`src/rtl/noc_stats_pkg.sv`:
```
// Shared types and helpers for the per-node receive statistics logic.
// Counter readout selectors, readout FSM states and a width-generic saturating add.
package noc_stats_pkg;

    typedef enum logic [1:0] {
        SEL_RX,
        SEL_LOST,
        SEL_OOO,
        SEL_MISROUTE
    } stat_sel_t;

    typedef enum logic {
        RD_IDLE,
        RD_RESP
    } rd_state_t;

    // Saturating add for counters up to 32 bits wide; width selects the ceiling.
    function automatic logic [31:0] sat_add(input logic [31:0] cnt,
                                            input logic [31:0] inc,
                                            input int unsigned width);
        logic [32:0] w_sum;
        logic [32:0] w_max;
        w_sum = {1'b0, cnt} + {1'b0, inc};
        w_max = (33'd1 << width) - 33'd1;
        return (w_sum > w_max) ? w_max[31:0] : w_sum[31:0];
    endfunction

endpackage

```
`src/rtl/seq_tracker.sv`:
```
// Per-source packet-id sequence state (seen / expected id) and classification of
// the presented id as in-order, forward gap (lost packets) or late/duplicate.
module seq_tracker
    import noc_stats_pkg::*;
#(
    parameter int NODE_COUNT      = 9,
    parameter int PACKET_ID_WIDTH = 5,
    localparam int SRC_W          = $clog2(NODE_COUNT)
) (
    input  logic                       i_clk,
    input  logic                       i_rst_n,
    input  logic                       i_clear,
    input  logic                       i_update,
    input  logic [SRC_W-1:0]           i_src,
    input  logic [PACKET_ID_WIDTH-1:0] i_id,
    output logic                       o_in_order,
    output logic [PACKET_ID_WIDTH-1:0] o_lost_gap,
    output logic                       o_ooo
);

    localparam int W = PACKET_ID_WIDTH;

    logic         r_seen     [NODE_COUNT];
    logic [W-1:0] r_expected [NODE_COUNT];

    logic         w_src_ok;
    logic         w_seen;
    logic [W-1:0] w_exp;
    logic [W-1:0] w_gap;

    always_comb begin
        w_src_ok   = {1'b0, i_src} < (SRC_W+1)'(NODE_COUNT);
        w_seen     = w_src_ok ? r_seen[i_src] : 1'b0;
        w_exp      = w_src_ok ? r_expected[i_src] : '0;
        // Modular distance; the top half of the id space means "behind us".
        w_gap      = i_id - w_exp;
        o_in_order = !w_seen || (i_id == w_exp);
        o_ooo      = !o_in_order && w_gap[W-1];
        o_lost_gap = (!o_in_order && !w_gap[W-1]) ? w_gap : '0;
    end

    always_ff @(posedge i_clk) begin
        if (!i_rst_n || i_clear) begin
            for (int i = 0; i < NODE_COUNT; i++) begin
                r_seen[i]     <= 1'b0;
                r_expected[i] <= '0;
            end
        end else if (i_update && !o_ooo) begin
            r_seen[i_src]     <= 1'b1;
            r_expected[i_src] <= i_id + W'(1);
        end
    end

endmodule

```
`src/rtl/rx_traffic_monitor.sv`:
```
// Receive-side statistics stage: per-source rx/lost/out-of-order counters, a global
// misroute counter, a sticky error flag and a two-state req/ack counter readout.
module rx_traffic_monitor
    import noc_stats_pkg::*;
#(
    parameter int NODE_ID         = 0,
    parameter int NODE_COUNT      = 9,
    parameter int PACKET_ID_WIDTH = 5,
    parameter int CNT_WIDTH       = 16,
    localparam int SRC_W          = $clog2(NODE_COUNT)
) (
    input  logic                       clk,
    input  logic                       rst_n,
    input  logic                       valid_in,
    input  logic [31:0]                packet_in,
    input  logic [SRC_W-1:0]           node_start_in,
    input  logic [SRC_W-1:0]           node_dest_in,
    input  logic [PACKET_ID_WIDTH-1:0] packet_id_in,
    input  logic                       clear,
    input  logic                       rd_req,
    input  logic [SRC_W-1:0]           rd_src,
    input  logic [1:0]                 rd_sel,
    output logic                       rd_ack,
    output logic [CNT_WIDTH-1:0]       rd_data,
    output logic                       error_flag,
    output rd_state_t                  o_dbg_rd_state
);

    logic [CNT_WIDTH-1:0] r_rx_cnt   [NODE_COUNT];
    logic [CNT_WIDTH-1:0] r_lost_cnt [NODE_COUNT];
    logic [CNT_WIDTH-1:0] r_ooo_cnt  [NODE_COUNT];
    logic [CNT_WIDTH-1:0] r_misroute_cnt;
    logic                 r_error_flag;
    rd_state_t            r_rd_state;
    logic                 r_rd_ack;
    logic [CNT_WIDTH-1:0] r_rd_data;

    logic                       w_src_ok;
    logic                       w_misroute;
    logic                       w_pkt;
    logic                       w_update;
    logic                       w_in_order;
    logic [PACKET_ID_WIDTH-1:0] w_lost_gap;
    logic                       w_ooo;
    logic                       w_rd_src_ok;
    logic [CNT_WIDTH-1:0]       w_rd_value;

    function automatic logic [CNT_WIDTH-1:0] cnt_add(input logic [CNT_WIDTH-1:0] cnt,
                                                     input logic [31:0] inc);
        return CNT_WIDTH'(sat_add(32'(cnt), inc, CNT_WIDTH));
    endfunction

    always_comb begin
        w_src_ok    = {1'b0, node_start_in} < (SRC_W+1)'(NODE_COUNT);
        w_misroute  = (node_dest_in != SRC_W'(NODE_ID)) || !w_src_ok;
        // clear takes priority over a packet presented in the same cycle
        w_pkt       = valid_in && !clear;
        w_update    = w_pkt && !w_misroute;
        w_rd_src_ok = {1'b0, rd_src} < (SRC_W+1)'(NODE_COUNT);
    end

    seq_tracker #(
        .NODE_COUNT      (NODE_COUNT),
        .PACKET_ID_WIDTH (PACKET_ID_WIDTH)
    ) u_seq_tracker (
        .i_clk      (clk),
        .i_rst_n    (rst_n),
        .i_clear    (clear),
        .i_update   (w_update),
        .i_src      (node_start_in),
        .i_id       (packet_id_in),
        .o_in_order (w_in_order),
        .o_lost_gap (w_lost_gap),
        .o_ooo      (w_ooo)
    );

    always_ff @(posedge clk) begin
        if (!rst_n || clear) begin
            for (int i = 0; i < NODE_COUNT; i++) begin
                r_rx_cnt[i]   <= '0;
                r_lost_cnt[i] <= '0;
                r_ooo_cnt[i]  <= '0;
            end
            r_misroute_cnt <= '0;
            r_error_flag   <= 1'b0;
        end else if (w_pkt) begin
            if (w_misroute) begin
                r_misroute_cnt <= cnt_add(r_misroute_cnt, 32'd1);
                r_error_flag   <= 1'b1;
            end else begin
                r_rx_cnt[node_start_in] <= cnt_add(r_rx_cnt[node_start_in], 32'd1);
                if (w_lost_gap != '0) begin
                    r_lost_cnt[node_start_in] <= cnt_add(r_lost_cnt[node_start_in],
                                                         32'(w_lost_gap));
                end
                if (w_ooo) begin
                    r_ooo_cnt[node_start_in] <= cnt_add(r_ooo_cnt[node_start_in], 32'd1);
                end
                if (!w_in_order) begin
                    r_error_flag <= 1'b1;
                end
            end
        end
    end

    // Readout mux looks at counter state before this edge's packet update.
    always_comb begin
        w_rd_value = '0;
        case (stat_sel_t'(rd_sel))
            SEL_RX:       if (w_rd_src_ok) w_rd_value = r_rx_cnt[rd_src];
            SEL_LOST:     if (w_rd_src_ok) w_rd_value = r_lost_cnt[rd_src];
            SEL_OOO:      if (w_rd_src_ok) w_rd_value = r_ooo_cnt[rd_src];
            SEL_MISROUTE: w_rd_value = r_misroute_cnt;
            default:      w_rd_value = '0;
        endcase
    end

    always_ff @(posedge clk) begin
        if (!rst_n) begin
            r_rd_state <= RD_IDLE;
            r_rd_ack   <= 1'b0;
            r_rd_data  <= '0;
        end else begin
            case (r_rd_state)
                RD_IDLE: begin
                    r_rd_ack <= 1'b0;
                    if (rd_req) begin
                        r_rd_data  <= w_rd_value;
                        r_rd_ack   <= 1'b1;
                        r_rd_state <= RD_RESP;
                    end
                end
                RD_RESP: begin
                    r_rd_ack   <= 1'b0;
                    r_rd_state <= RD_IDLE;
                end
                default: begin
                    r_rd_ack   <= 1'b0;
                    r_rd_state <= RD_IDLE;
                end
            endcase
        end
    end

    always_ff @(posedge clk) begin
        if (rst_n && valid_in) begin
            assert (!$isunknown(packet_in));
        end
    end

    assign rd_ack         = r_rd_ack;
    assign rd_data        = r_rd_data;
    assign error_flag     = r_error_flag;
    assign o_dbg_rd_state = r_rd_state;

endmodule

```
`config.mk`:
```
export PLATFORM = sky130hd
export DESIGN_NAME = rx_traffic_monitor
export DESIGN_NICKNAME = d
export VERILOG_FILES = /design/src/rtl/noc_stats_pkg.sv /design/src/rtl/seq_tracker.sv /design/src/rtl/rx_traffic_monitor.sv
export SDC_FILE = /design/constraint.sdc
export NUM_CORES = 1
export LEC_CHECK = 0
export ABC_AREA = 1
export BUFFER_PORTS_ARGS = -buffer_cell sky130_fd_sc_hd__clkbuf_2
export CAP_MARGIN = 20
export CORE_MARGIN = 3
export CORE_UTILIZATION = 35
export CTS_CLUSTER_SIZE = 14
export DETAILED_ROUTE_END_ITERATION = 8
export PLACE_DENSITY_LB_ADDON = 0.2
export SLEW_MARGIN = 20
export SYNTH_ARGS = -nofsm -noshare
export SYNTH_HDL_FRONTEND = slang
export SYNTH_HIERARCHICAL = 1
export SYNTH_SLANG_ARGS = --single-unit
```
`constraint.sdc`:
```
create_clock -name clk -period 6.5 [get_ports clk]
set_clock_uncertainty 0.15 [all_clocks]
set_input_delay 0.975 -clock clk [delete_from_list [all_inputs] [get_ports clk]]
set_output_delay 0.975 -clock clk [all_outputs]
set_load 0.01 [all_outputs]
```
; Yosys cells after proc, flatten, opt, wreduce, memory -nomap -nowiden
; Memory sizes are Yosys's and may differ from the RTL's.
; Index checks and enable logic that the tools add are counted.
[totals]
reg_bits = 34
ram_bits = 486
inputBits = 56
out_inout_bits = 19
mem_count = 5
[mem_list]
columns = memory, depth, word_bits, rd, rd_clocked_by_memory_dff, write_ports, line
row1 = r_lost_cnt, 9, 16, 2, 0, 9, rx_traffic_monitor.sv:30  ; logic [CNT_WIDTH-1:0] r_lost_cnt [NODE_COUNT];
row2 = r_ooo_cnt, 9, 16, 2, 0, 9, rx_traffic_monitor.sv:31  ; logic [CNT_WIDTH-1:0] r_ooo_cnt [NODE_COUNT];
row3 = r_rx_cnt, 9, 16, 2, 0, 9, rx_traffic_monitor.sv:29  ; logic [CNT_WIDTH-1:0] r_rx_cnt [NODE_COUNT];
row4 = u_seq_tracker.r_expected, 9, 5, 1, 0, 9, seq_tracker.sv:24  ; logic [W-1:0] r_expected [NODE_COUNT];
row5 = u_seq_tracker.r_seen, 9, 1, 1, 0, 9, seq_tracker.sv:23  ; logic r_seen [NODE_COUNT];
[op_classes]
add_sub_neg = 6
order_cmp = 6
n_eq_ne = 5
muxes = 49
bitwise_logic = 1
reduce_logical = 27
[op_table]
columns = op, n
row1 = 2-to-1 mux 16 bit, 10
row2 = greater-than comparator 17 x 16 -> 1 bit (second input constant), 4
row3 = one-hot mux 16 bit (4 select lines), 1
row4 = adder 16 x 1 -> 17 bit (second input constant), 3
row5 = OR reduction 16 bit, 3
row6 = 2-to-1 mux 1 bit, 29
row7 = 2-to-1 mux 4 bit, 5
row8 = adder 16 x 5 -> 17 bit, 1
row9 = 2-to-1 mux 5 bit, 3
row10 = logical NOT 1 bit, 8
row11 = < comparator 4 bit (second input constant), 2
row12 = AND reduction 2 bit, 3
row13 = adder 5 x 1 -> 5 bit (second input constant), 1
row14 = == test 5 bit, 1
row15 = logical AND 1 bit, 5
row16 = nonzero test 5 bit, 1
row17 = OR reduction 5 bit, 1
row18 = subtractor 5 bit, 1
row19 = == test 2 bit (second input constant), 2
row20 = nonzero test 4 bit, 1
row21 = logical OR 1 bit, 3
row22 = == test 2 x 1 -> 1 bit (second input constant), 1
row23 = logical NOT 2 bit, 1
row24 = != test 2 bit (second input constant), 1
row25 = other kinds (3), 3

; Longest topological paths before layout
; Gate-level depths: netlist (run 1).
[logic_depth]
ltp_word = 15
mapped_depth = 32
ltp_nobuf = 30

; Cells and area by module
; Netlist (run 1), hierarchy kept.
[modules_own_cells]
columns = mod, instances, cells_each, area_per_inst_um2, seq_area_each_um2
row1 = rx_traffic_monitor, 1, 4638, 41393.4, 23742.8
row2 = seq_tracker, 1, 345, 3444.6, 2042.0

; Least setup slack after synthesis (run 1)
; OpenSTA, ideal clock, no wires.
[synth_timing]
path_type = input port to flip-flop
from = input node_start_in[0]
to = memory r_lost_cnt[10][11] (data pin)
arrival_ns = 5.065
t_required_ns = 6.049
path_slack_ns = 0.984
path_stages = 28
path_buffers = 2
cell_sequence = buf_4 inv_2 nor2_2 clkbuf_1 a22oi_1 a21oi_1 o31ai_1 inv_1 ha_1 inv_1 fa_1 inv_1 o21a_1 nand3_1 nand3_1 nor2_1 ha_1 nand3_1 nand2_1 a21oi_1 o21ai_1 nand2_1 nor2_1 nand2_1 nor2_1 nand2_1 xor2_1 nand2_1
[synth_rtl]
columns = item, line
row1 = start: declaration, rx_traffic_monitor.sv:16  ; input logic [SRC_W-1:0] node_start_in,
row2 = end: declaration, rx_traffic_monitor.sv:30

==> impl_metrics.py, run 1 <==
metrics = {
    "run_status": {
        "outcome": "completed",
    },
    "logic_synthesis": {
        "synth_cells": 4983,
        "synth-main-ff-cell": "edfxtp_1",
        "synth_area_per_cell_sq_um": 8.998,
        "ys_ff_latch": 874,
        "synthTopCellsByArea": "edfxtp_1, nand2_1, inv_1, nor2_1, a22oi_1",
        "synthDistinctLibCells": 58,
        "ys_async_sr_fraction": 0,
        "mappedNetlistArea_sq_um": 44840,
        "synth.top_cells.by_count": "nand2_1, edfxtp_1, inv_1",
        "yosysTopAreaCell": "edfxtp_1",
        "muxShareOfSynthArea": 0,
        "synth-simple-area-share": 0.2315,
        "synth-adder-area-share": 0.005358,
        "yosys_warnings": 6,
        "yosysSeqAreaShare": 0.5751,
        "synth_top_family_by_area": "simple AND/OR/NAND/NOR gates",
        "synth_edf_count": 828,
        "synth_top_area_share": 0.5545,
        "synth.most_common_cell": "nand2_1",
        "synth-compound-area-share": 0.1054,
        "synth_xor_area_frac": 0.005441,
    },
    "clocking": {
        "cts_root_buffer": "clkbuf_16",
        "post-cts-setup-buffer-count": 0,
        "clk_latency_ps": 710,
        "ctsResizeCount": 0,
        "ctsHoldBuffers": 0,
        "clockBufferDepth": 3,
        "cts_tree": "done",
        "cts_max_level": 3,
        "cts.sinks": 874,
        "numCtsBuffers": 96,
        "path_clk_slew_ps": 60,
    },
    "die": {
        "fp.dieH_microns": 363.9,
        "core_sq_um": 126400,
        "pin_count": 75,
        "die_area_sq_um": 132400,
        "die_w_microns": 363.9,
        "rows": 130,
        "initial_core_util": 0.3548,
    },
    "worst_setup_path": {
        "critPathRequiredTime_ps": 6900,
        "worstSetupPathType": "in -> reg",
        "r2r_cells": 27,
        "path_max_fanout": 16,
        "crit_family": "simple AND/OR/NAND/NOR gates",
        "path_buf_inv": 8,
        "crit_top_cell": "nand2_1",
        "r2r-end": "r_lost_cnt[8][13]",
        "critical_path_arrival_ps": 5960,
        "critPathSlowestCell": "fa_1",
        "max_stage_delay_ps": 420,
        "end_kind": "flip-flop",
        "rrSetupSlack_ps": 1410,
        "start_kind": "primary input",
        "r2r-start": "u_seq_tracker/r_expected[0][0]",
    },
    "sta": {
        "finalHoldViolCount": 0,
        "hold_ws_ps": 293.3,
        "finalCritPeriodShare": 0.8564,
        "rsz0062_at_grt": "false",
        "report.final.setup_viol": 0,
        "tightestPinTransition_ps": 1038,
        "slew_headroom": 0.3060,
        "worst_slack_ps": 933.5,
        "fin_setup_tns_ps": 0,
        "fmax_ghz": 0.1796,
        "period_needed_ps": 5567,
        "slew_violations": 0,
    },
    "detailed_routing": {
        "via_per_inst": 5.045,
        "first_iter_violations": 3870,
        "routedWlPerCell_microns": 20.59,
        "firstDrtPassIters": 6,
        "vias": 35650,
        "drtAntennaViolNets": 0,
        "wl_microns": 145500,
        "drc_errors": 0,
    },
    "finish": {
        "syn_to_final_growth_pct": 14.62,
        "multiInputGateArea_sq_um": 16920,
        "drive_gt1_frac": 0.09346,
        "final_area_sq_um": 51390,
        "nNetsFinal": 5409,
        "final-seq-area_sq_um": 25780,
        "fill_cells": 12540,
    },
    "run": {
        "max-cap-violations": 0,
    },
    "global_route": {
        "antenna_found_initial": 4,
        "grt_pass1_wl_microns": 215800,
        "gr-total-overflow": 0,
        "top_usage_layer": "met2",
        "use_met3": 0.03366,
        "grt.met1_usage": 0.2850,
        "grt_max_degree": 165,
        "grt_pass1_vias": 34090,
        "use_met2": 0.3612,
        "grtUsageTotal": 0.2181,
    },
    "power_and_ir_drop": {
        "cellPowerDensity_nw_per_um2": 266.4,
        "leakagePower_nw": 23.29,
        "irDropWorstVdd_uv": 190.6,
    },
    "min_path": {
        "hold_depth": 2,
        "worstHoldPathType": "reg -> reg",
        "hold_start": "u_seq_tracker/r_seen[9]",
        "min_delay_worst_endpoint": "u_seq_tracker/r_seen[9]",
    },
    "placed_design": {
        "finalWeightedCongestion": 0.9076,
        "postPlaceCellArea_sq_um": 48280,
        "io_buffers": 42,
        "dp_slack_ps": 300.8,
        "place_hpwl_microns": 88520,
    },
}
==> where the power goes <==
group          internal [mW]  switching (mW)  leakage [nW]
sequential              6.58           0.130          9.23
clock                   3.18            2.29          1.53
combinational          0.380            1.13          12.5
total                   10.1            3.55          23.3
==> routing by layer <==
| layer | routed length [microns] | part of all wire |
|---|---|---|
| met5 | 6 | 0.000041 |
| met4 | 5884 | 0.040 |
| met3 | 11240 | 0.077 |
| met2 | 68020 | 0.47 |
| met1 | 60330 | 0.41 |
==> worst register-to-register path, stage by stage (launching register included) <==
cell and delay (ps):
edfxtp_1 370, a22oi_1 240, a21oi_1 130, o31ai_1 230
inv_1 80, ha_1 180, inv_1 90, fa_1 210
inv_1 50, o21a_1 190, nand3_1 100, nand3_1 120
nor2_1 200, ha_1 230, fa_1 210, a21oi_1 70
o21bai_1 290, nand2_1 90, nand2_1 160, nand2_1 100
nor2_1 110, nand2_1 90, nor4_2 240, nand2_2 270
buf_4 300, nand3_2 310, nand2_1 90, inv_1 70
==> state kept, by name, indices dropped and copies added (netlist names) <==
signal                    flops
error_flag                    1
rd_data                      16
rd_ack                        1
r_misroute_cnt               16
r_rx_cnt                    256
r_ooo_cnt                   256
u_seq_tracker/r_seen         12
r_lost_cnt                  256
u_seq_tracker/r_expected     60
==> cell usage in the layout (no fill, tap or decap), types with 9 or more instances in the layout <==
cell type,instances
nand3_2,24
o21ai_0,184
edfxtp_1,828
clkinv_2,18
or2_2,11
a211oi_1,18
nor2_1,429
buf_4,139
inv_2,42
a22oi_1,182
conb_1,337
clkbuf_1,20
ha_1,16
nand3_4,24
nand3_1,86
a221oi_1,30
nand4_1,39
o21ai_1,14
xor2_1,20
nor3_1,30
clkinv_1,31
buf_12,10
nor2_2,27
clkbuf_16,99
o31ai_1,14
a31oi_1,22
inv_1,485
o22ai_1,50
o21ai_2,9
a21oi_1,194
clkbuf_2,37
dfxtp_1,46
nand2_1,1759
nand2_2,15
o21bai_1,14
o211ai_1,21
==> logic make-up after synthesis <==
group	count (synthesis)
fa+ha+maj	18
compound gates	767
xor+xnor	27
other cells	2
simple gates	2482
buf+inv	813
flops	874
==> per-stage QoR <==
step / total power, mW / std cells / utilization
final: 13.69 / 7066 / 0.4067
after detailed placement: 8.327 / 6887 / 0.3820
after global routing: 14.20 / 7064 / 0.4066
after CTS: 13.80 / 7064 / 0.4066
after global placement: 8.310 / 6887 / 0.3820
after floorplan: 7.741 / 5318 / -
==> worst max path at each step <==
stage / startpoint / endpoint / slack [ps] / cells past startpoint
CTS: node_start_in[1] / r_lost_cnt[0][10] / 1040 / 30
detailed placement: node_start_in[1] / r_lost_cnt[0][10] / 300 / 30
finish: node_start_in[1] / r_lost_cnt[8][13] / 930 / 31
global placement: node_start_in[1] / r_lost_cnt[5][10] / 390 / 30
floorplan: node_start_in[0] / r_lost_cnt[10][11] / 980 / 28
global route: node_start_in[3] / r_lost_cnt[2][13] / 420 / 31
==> layout make-up <==
cell class | count | share of cell area
Sequential cell | 874 | 0.5017
Multi-Input combinational cell | 3631 | 0.3292
Clock buffer | 127 | 0.05181
Tap cell | 1650 | 0.04017
Inverter | 544 | 0.04007
Timing Repair Buffer | 188 | 0.02824
Clock inverter | 50 | 0.008691
Antenna cell | 2 | 0.00009738
(Power assumes the default switching activity.)
==> run 2: changes to the inputs <==
- CTS_BUF_LIST: default -> sky130_fd_sc_hd__clkbuf_4
- GPL_TIMING_DRIVEN: default -> 0
- REMOVE_ABC_BUFFERS: default -> 1
==> impl_metrics.py, run 2 (synthesis results as in run 1) <==
metrics = {
    "worst_setup_path": {
        "crit_top_cell": "nand2_1",
        "path_max_fanout": 50,
        "start_kind": "primary input",
        "max_stage_delay_ps": 430,
        "critPathRequiredTime_ps": 7360,
        "worstSetupPathType": "in -> reg",
        "critPathSlowestCell": "nor2_4",
        "critical_path_arrival_ps": 6850,
        "end_kind": "flip-flop",
    },
    "die": {
        "die_w_microns": 363.9,
        "rows": 130,
        "initial_core_util": 0.3548,
        "core_sq_um": 126400,
        "pin_count": 75,
        "die_area_sq_um": 132400,
        "fp.dieH_microns": 363.9,
    },
    "detailed_routing": {
        "routedWlPerCell_microns": 20.02,
        "via_per_inst": 5.065,
        "drc_errors": 0,
        "first_iter_violations": 3907,
        "wl_microns": 145400,
        "vias": 36790,
        "drtAntennaViolNets": 0,
        "firstDrtPassIters": 8,
    },
    "run": {
        "max-cap-violations": 0,
    },
    "placed_design": {
        "postPlaceCellArea_sq_um": 48540,
        "finalWeightedCongestion": 0.8719,
        "place_hpwl_microns": 87490,
        "dp_slack_ps": -1169,
        "io_buffers": 42,
    },
    "clocking": {
        "cts.sinks": 874,
        "clk_latency_ps": 1230,
        "path_clk_slew_ps": 60,
        "cts_root_buffer": "clkbuf_4",
        "cts_max_level": 5,
        "numCtsBuffers": 274,
        "cts_tree": "done",
        "clockBufferDepth": 4,
    },
    "power_and_ir_drop": {
        "irDropWorstVdd_uv": 176.7,
        "leakagePower_nw": 23.64,
        "cellPowerDensity_nw_per_um2": 260.4,
        "power_mw": 13.51,
    },
    "global_route": {
        "grtUsageTotal": 0.2180,
        "gr-total-overflow": 0,
        "grt_pass1_vias": 35120,
        "antenna_found_initial": 4,
        "grt_pass1_wl_microns": 216100,
        "grt_max_degree": 118,
    },
    "sta": {
        "finalHoldViolCount": 0,
        "finalCritPeriodShare": 0.9215,
        "rsz0062_at_grt": "false",
        "slew_headroom": 0.1657,
        "period_needed_ps": 5990,
        "report.final.setup_viol": 0,
        "tightestPinTransition_ps": 1238,
        "slew_violations": 0,
        "worst_slack_ps": 510.4,
        "fmax_ghz": 0.1670,
    },
    "finish": {
        "syn_to_final_growth_pct": 15.72,
        "nNetsFinal": 5502,
        "fill_cells": 12580,
        "final_core_util": 0.4106,
        "layout_commonest_cell": "nand2_1",
        "final_area_sq_um": 51890,
        "drive_gt1_frac": 0.1284,
        "reg_top3": "r_lost_cnt (256), r_ooo_cnt (256), r_rx_cnt (256)",
        "final_cell_mix": "nand2_1, edfxtp_1, inv_1",
    },
    "min_path": {
        "worstHoldPathType": "in -> reg",
    },
    "run_status": {
        "outcome": "completed",
    },
}
==> run 2: cell types whose count changed in the layout (fill, tap and decap cells not counted), moves of 12 or more <==
| cell | delta |
|---|---|
| buf_16 | +29 |
| nor2_4 | +15 |
| nand2_2 | +13 |
| nand2_1 | -14 |
| nor2_1 | -12 |
| clkbuf_4 | +403 |
| clkbuf_1 | -20 |
| clkinv_1 | +22 |
| clkbuf_16 | -99 |
| buf_4 | -136 |
==> run 2: stage by stage <==
| stage | hold WS [ps] | cells | setup TNS, ps |
|---|---|---|---|
| 2_1_floorplan | 262.1 | 5049 | -18770 |
| 4_1_cts | 2.392 | 7255 | 0 |
| 5_1_grt | 71.21 | 7263 | 0 |
| 3_5_place_dp | 280.4 | 6797 | -281870 |
| 3_3_place_gp | 276.8 | 6741 | - |
| 6_report | 139.9 | 7264 | 0 |
==> run 2: final timing paths <==
check / endpoint / from / depth (start not counted) / slack, ps
setup / recovery: r_lost_cnt[1][4] / node_start_in[0] / 30 / 510
hold / removal: rd_data[10] / rd_req / 4 / 140
setup reg to reg: r_lost_cnt[1][4] / u_seq_tracker/r_expected[3][1] / 25 / 950
hold reg to reg: u_seq_tracker/r_seen[11] / u_seq_tracker/r_seen[11] / 2 / 290
==> run 2: cell type report <==
class / count / area, sq um / area share
diodes: 8 / 20.02 / 0.0003858
clock buffers: 402 / 3018 / 0.05816
clock inverters: 52 / 229.0 / 0.004413
inverters: 544 / 2083 / 0.04015
multi-input cells: 3631 / 17150 / 0.3306
flip-flops and latches: 874 / 25780 / 0.4969
well taps: 1650 / 2064 / 0.03979
repair buffers: 103 / 1535 / 0.02959
==> run 2: repair_timing <==
item | CTS | global route
gates resized for setup | 0 | 4
setup endpoints to repair | 0 | 155
setup buffers | 0 | 0
hold buffers | 4 | 0
endpoints found under the hold margin | 9 | 0
==> run 2: per-layer routing <==
layer | vias up | GRT usage | part of all wire
met3 | 397 | 0.04282 | 0.090
met5 | - | 0 | 0.00022
met1 | 17390 | 0.2946 | 0.42
li1 | 17340 | - | -
met4 | 4 | 0.08972 | 0.036
met2 | 1668 | 0.3430 | 0.45
==> run 2: where the power goes <==
| group | leakage [nW] | switching, mW | internal (mW) |
|---|---|---|---|
| Clock | 1.97 | 2.45 | 2.85 |
| Sequential | 9.23 | 0.128 | 6.59 |
| Combinational | 12.4 | 1.12 | 0.391 |
| Total | 23.6 | 3.69 | 9.82 |
==> run 2: critical path: cells and delay by family <==
kind                     cells  cell delay [ps]
AO/OA/AOI/OAI                6              970
adder cells (fa/ha/maj)      4             1010
buffers and inverters        7             1150
AND/OR/NAND/NOR             13             2660
